### src/rtl/td4_decoder.sv
// ============================================================================
// Module   : td4_decoder
// Purpose  : TD4 instruction register, opcode decoder and HALT/FETCH/EXEC
//            sequencer with run/step control. Optional macro
//            TD4_DEC_HALT_ON_ILLEGAL_EN halts the core after an undefined opcode.
// Revision : 1.0 - initial release
// ============================================================================
`default_nettype none

module td4_decoder (
  input  logic       CLK,
  input  logic       CLR,
  input  logic [7:0] Inst,
  input  logic       CFlagN,
  input  logic       Run,
  input  logic       Step,
  output logic       En,
  output logic       LoadA_n,
  output logic       LoadB_n,
  output logic       LoadOut_n,
  output logic       LoadPC_n,
  output logic [1:0] Sel,
  output logic [3:0] Im,
  output logic       Halted,
  output logic       Retired,
  output logic       Illegal
);

  typedef enum logic [1:0] {
    S_HALT  = 2'd0,
    S_FETCH = 2'd1,
    S_EXEC  = 2'd2
  } state_t;

  localparam logic [1:0] c_SEL_A    = 2'b00;
  localparam logic [1:0] c_SEL_B    = 2'b01;
  localparam logic [1:0] c_SEL_IN   = 2'b10;
  localparam logic [1:0] c_SEL_ZERO = 2'b11;

  state_t     r_state;
  state_t     w_state_nxt;
  logic [7:0] r_ir;
  logic       r_cf;
  logic       r_step;
  logic       w_step_nxt;
  logic       w_illegal_op;
  logic       w_halt_on_illegal;

`ifdef TD4_DEC_HALT_ON_ILLEGAL_EN
  assign w_halt_on_illegal = w_illegal_op;
`else
  assign w_halt_on_illegal = 1'b0;
`endif

  always_ff @(posedge CLK or negedge CLR) begin
    if (!CLR) begin
      r_state <= S_HALT;
      r_ir    <= 8'h00;
      r_cf    <= 1'b0;
      r_step  <= 1'b0;
    end else begin
      r_state <= w_state_nxt;
      r_step  <= w_step_nxt;
      if (r_state == S_FETCH) begin
        r_ir <= Inst;
        r_cf <= CFlagN;
      end
    end
  end

  // Run has priority over Step, so a step request never sticks while free-running.
  always_comb begin
    w_state_nxt = r_state;
    w_step_nxt  = r_step;
    case (r_state)
      S_HALT: begin
        if (Run) begin
          w_state_nxt = S_FETCH;
        end else if (Step) begin
          w_state_nxt = S_FETCH;
          w_step_nxt  = 1'b1;
        end
      end
      S_FETCH: w_state_nxt = S_EXEC;
      S_EXEC: begin
        w_step_nxt = 1'b0;
        if (r_step || !Run || w_halt_on_illegal) begin
          w_state_nxt = S_HALT;
        end else begin
          w_state_nxt = S_FETCH;
        end
      end
      default: begin
        w_state_nxt = S_HALT;
        w_step_nxt  = 1'b0;
      end
    endcase
  end

  always_comb begin
    w_illegal_op = 1'b0;
    case (r_ir[7:4])
      4'b1000, 4'b1010, 4'b1100, 4'b1101: w_illegal_op = 1'b1;
      default:                            w_illegal_op = 1'b0;
    endcase
  end

  always_comb begin
    En        = 1'b0;
    LoadA_n   = 1'b1;
    LoadB_n   = 1'b1;
    LoadOut_n = 1'b1;
    LoadPC_n  = 1'b1;
    Sel       = c_SEL_ZERO;
    Im        = r_ir[3:0];
    Retired   = 1'b0;
    Illegal   = 1'b0;
    Halted    = (r_state == S_HALT);
    if (r_state == S_EXEC) begin
      En      = 1'b1;
      Retired = 1'b1;
      Illegal = w_illegal_op;
      case (r_ir[7:4])
        4'b0000: begin Sel = c_SEL_A;    LoadA_n = 1'b0; end
        4'b0101: begin Sel = c_SEL_B;    LoadB_n = 1'b0; end
        4'b0011: begin Sel = c_SEL_ZERO; LoadA_n = 1'b0; end
        4'b0111: begin Sel = c_SEL_ZERO; LoadB_n = 1'b0; end
        4'b0001: begin Sel = c_SEL_B;    LoadA_n = 1'b0;   Im = 4'h0; end
        4'b0100: begin Sel = c_SEL_A;    LoadB_n = 1'b0;   Im = 4'h0; end
        4'b0010: begin Sel = c_SEL_IN;   LoadA_n = 1'b0;   Im = 4'h0; end
        4'b0110: begin Sel = c_SEL_IN;   LoadB_n = 1'b0;   Im = 4'h0; end
        4'b1001: begin Sel = c_SEL_B;    LoadOut_n = 1'b0; Im = 4'h0; end
        4'b1011: begin Sel = c_SEL_ZERO; LoadOut_n = 1'b0; end
        4'b1111: LoadPC_n = 1'b0;
        // CF holds the negative-logic flag, so 1 means no carry: take the jump.
        4'b1110: LoadPC_n = ~r_cf;
        default: ;
      endcase
    end
  end

endmodule

`default_nettype wire
### config.mk
export PLATFORM = sky130hd
export DESIGN_NAME = td4_decoder
export DESIGN_NICKNAME = d
export VERILOG_FILES = /design/src/rtl/td4_decoder.sv
export SDC_FILE = /design/constraint.sdc
export NUM_CORES = 1
export LEC_CHECK = 0
export ABC_AREA = 1
export CELL_PAD_IN_SITES_DETAIL_PLACEMENT = 1
export CELL_PAD_IN_SITES_GLOBAL_PLACEMENT = 1
export CORE_MARGIN = 3
export CORE_UTILIZATION = 25
export CTS_BUF_LIST = sky130_fd_sc_hd__clkbuf_16
export CTS_CLUSTER_SIZE = 30
export DETAILED_ROUTE_END_ITERATION = 10
export GPL_TIMING_DRIVEN = 0
export PLACE_DENSITY_LB_ADDON = 0.1
export RECOVER_POWER = 100
export SLEW_MARGIN = 20
export SYNTH_ARGS = -nofsm -noshare
export SYNTH_HDL_FRONTEND = slang
export SYNTH_SLANG_ARGS = --single-unit
### constraint.sdc
create_clock -name CLK -period 0.95 [get_ports CLK]
set_input_delay 0.1425 -clock CLK [delete_from_list [all_inputs] [get_ports CLK]]
set_output_delay 0.1425 -clock CLK [all_outputs]
set_load 0.05 [all_outputs]
==> flow_metrics.py <==
metrics = {
    "drt": {
        "ant_nets": 0,
        "dr.pass1.iters": 2,
        "drc_errors": 0,
        "via_per_inst": 4.78,
        "dr_total_vias": 756,
        "wl_per_cell_um": 16.8,
        "drt_wl_total_um": 2660,
        "drtIter0Drc": 3,
    },
    "yosys": {
        "synth-seq-area-share_pct": 46.9,
        "synth_area_leaders": "dfrtp_1 47%, nand2_1 13%, o21ai_2 11%",
        "synth_top_area_share_pct": 46.9,
        "ys_ff_latch": 12,
        "yosysWarnings": 0,
        "syn_avg_cell_area_um2": 7.81,
        "synth_top_cell_by_area": "dfrtp_1",
        "netlist_instances": 82,
        "syn-num-nets": 95,
        "netlist_area_um2": 641,
        "synth_cell_types": 14,
    },
    "critical_path": {
        "cp-end-kind": "output port",
        "cp_max_fo": 4,
        "slowest_delay_ns": 0.40,
        "reg2reg_slack_ns": -0.35,
        "worst_path_dominant_cell_family": "flip-flops",
        "rr_worst_depth": 7,
        "reg2reg_from": "r_state[0]$_DFFE_PN0P_",
        "cp-start-kind": "flip-flop",
        "critPathRequiredTime_ns": 0.81,
        "critPathSlowestCell": "dfrtp_1",
        "crit_chain": "inv_2, nand2_2, nand2_2, nand2_4, a21oi_4, buf_6",
        "critPathMostFrequentCell": "nand2_2",
        "setup.worst_path.class": "reg -> out",
        "r2r-end": "r_ir[5]$_DFFE_PN0N_",
        "crit_arrival_ns": 1.31,
        "path_buf_inv": 2,
    },
    "timing": {
        "min_period_ns": 1.45,
        "skew_ns": 0.000353,
        "fin_crit_sh_pct": 153,
        "rsz0062_at_grt": "yes",
        "max_freq_mhz": 690,
        "slew_violations": 0,
        "worst_slew_pin_slew_ns": 0.583,
        "hold_slack_ns": 0.346,
        "setup_slack_ns": -0.499,
        "timing.final.hold_violations": 0,
        "slew_headroom_pct": 61.0,
        "setup_viol_count_final": 26,
    },
    "pwr": {
        "ir_drop_mv": 2.30,
        "power.total_w": 0.00628,
        "leakagePower_nw": 0.666,
        "power_density_nw_per_um2": 4260,
    },
    "global_route": {
        "grt_usage_pct": 17.4,
        "grt_pass1_wl_um": 4140,
        "grt_busiest_layer": "met2",
        "grt_pass1_vias": 841,
        "grt_use_met3_pct": 2.07,
        "antenna_found_initial": 0,
        "grt_use_met2_pct": 31.8,
        "grt-ovfl-total": 0,
        "grt_start_max_net_pins": 13,
        "met1_usage_pct": 18.8,
    },
    "cells_and_area": {
        "multi_input_area_um2": 477,
        "antenna_cells": 0,
        "syn2layout_area_growth_pct": 130,
        "nets": 145,
        "mostFrequentLayoutCells": "13 x buf_6, 13 x buf_4, 11 x clkdlybuf4s50_1, 10 x nand2_2, 10 x dfrtp_1",
        "drive_gt1_share_pct": 68.5,
        "num-fill-cells": 254,
        "register_area_um2": 303,
    },
    "hold_path": {
        "hp-class": "in -> async",
    },
    "floorplanning": {
        "fp.dieH_um": 56.6,
        "die_w_um": 56.6,
        "dieArea_um2": 3210,
        "io-pin-count": 27,
        "initial_core_util_pct": 27.6,
        "fp-row-count": 17,
        "coreArea_um2": 2320,
    },
    "status": {
        "status": "complete, but fails checks",
        "violations": "setup timing",
    },
    "clocking": {
        "clkSlewWorstSetupHoldPaths_ns": 0.04,
        "clk_path_buf_depth": 2,
        "cts_max_level": 1,
        "root_buffer": "clkbuf_16",
        "cts_buffers": 3,
        "cts_tree": "built",
        "clock_latency_ns": 0.24,
        "cts.sink_count": 12,
    },
    "run": {
        "maxCapViolations": 0,
    },
    "placed_design": {
        "io_buffers": 26,
        "hpwl_um": 1380,
        "globalplace.congestion": 0.687,
    },
}
routing by layer:
| metal | up-vias | part of all wire (%) |
|---|---|---|
| met1 | 364 | 38 |
| met5 | - | 0 |
| li1 | 358 | - |
| met3 | 10 | 3.7 |
| met4 | 0 | 3.6 |
| met2 | 24 | 55 |
where the power goes:
part | internal [W] | switching (W) | total (W) | leakage [nW]
combinational | 0.00188 | 0.00265 | 0.00453 | 0.483
sequential | 0.000773 | 0.000225 | 0.000998 | 0.145
clock | 0.000547 | 0.000206 | 0.000753 | 0.0370
final cells by class:
class                           instances  area share (%)
Clock buffer                            3            5.10
Sequential cell                        12            20.6
Buffer                                  2            2.12
Multi-Input combinational cell         54            32.4
Timing Repair inverter                  2            1.27
Timing Repair Buffer                   43            31.3
Tap cell                               28            2.38
Inverter                               14            4.93
kinds of logic after synthesis:
logic type / count (synthesis) / share of synthesized area (%)
AO/OA/AOI/OAI: 14 / 15.6
buffers and inverters: 16 / 12.1
flip-flops: 12 / 46.9
AND/OR/NAND/NOR: 40 / 25.4
per-stage QoR:
stage / setup WS, ns / util [%] / setup TNS [ns] / instances / instance area, um2
final: -0.499 / 63.5 / -9.44 / 158 / 1470
after global routing: -0.576 / 63.5 / -10.63 / 158 / 1470
after CTS: -0.466 / 60.2 / -8.54 / 155 / 1400
after detailed placement: -0.950 / 44.2 / -12.61 / 136 / 1020
after global placement: -0.942 / 44.2 / -12.30 / 136 / 1020
after floorplan: -0.388 / - / -4.05 / 82 / 729
cells in the mapped netlist:
cell type,instances
nor3_1,1
buf_8,1
nand2_2,1
nand4_1,1
o21ai_2,8
nor2_1,10
a21oi_1,6
inv_4,1
nand2_1,22
nand3_1,5
inv_2,2
buf_4,1
inv_1,11
dfrtp_1,12
worst max path at each step:
stage                      startpoint        to  cells after the start
4_1_cts           r_ir[6]$_DFFE_PN0N_     Im[2]                      6
3_3_place_gp      r_ir[6]$_DFFE_PN0N_     Im[1]                      5
5_1_grt           r_ir[6]$_DFFE_PN0N_     Im[0]                      6
3_5_place_dp      r_ir[5]$_DFFE_PN0N_     Im[2]                      6
6_report          r_ir[6]$_DFFE_PN0N_     Im[1]                      6
2_1_floorplan  r_state[0]$_DFFE_PN0P_  LoadPC_n                      4
timing repair:
action / CTS / global route
setup buffers: 13 / 5
hold buffers: 0 / 0
gates resized for setup: 138 / 16
gates cloned: 3 / 0
setup endpoints to repair: 26 / 26
pin swaps: 11 / 9
flip-flops by register name, summed over array words and instances (netlist names):
signal   count
r_ir         8
r_state      2
r_cf         1
r_step       1
Power figures use the tool's default switching activity.
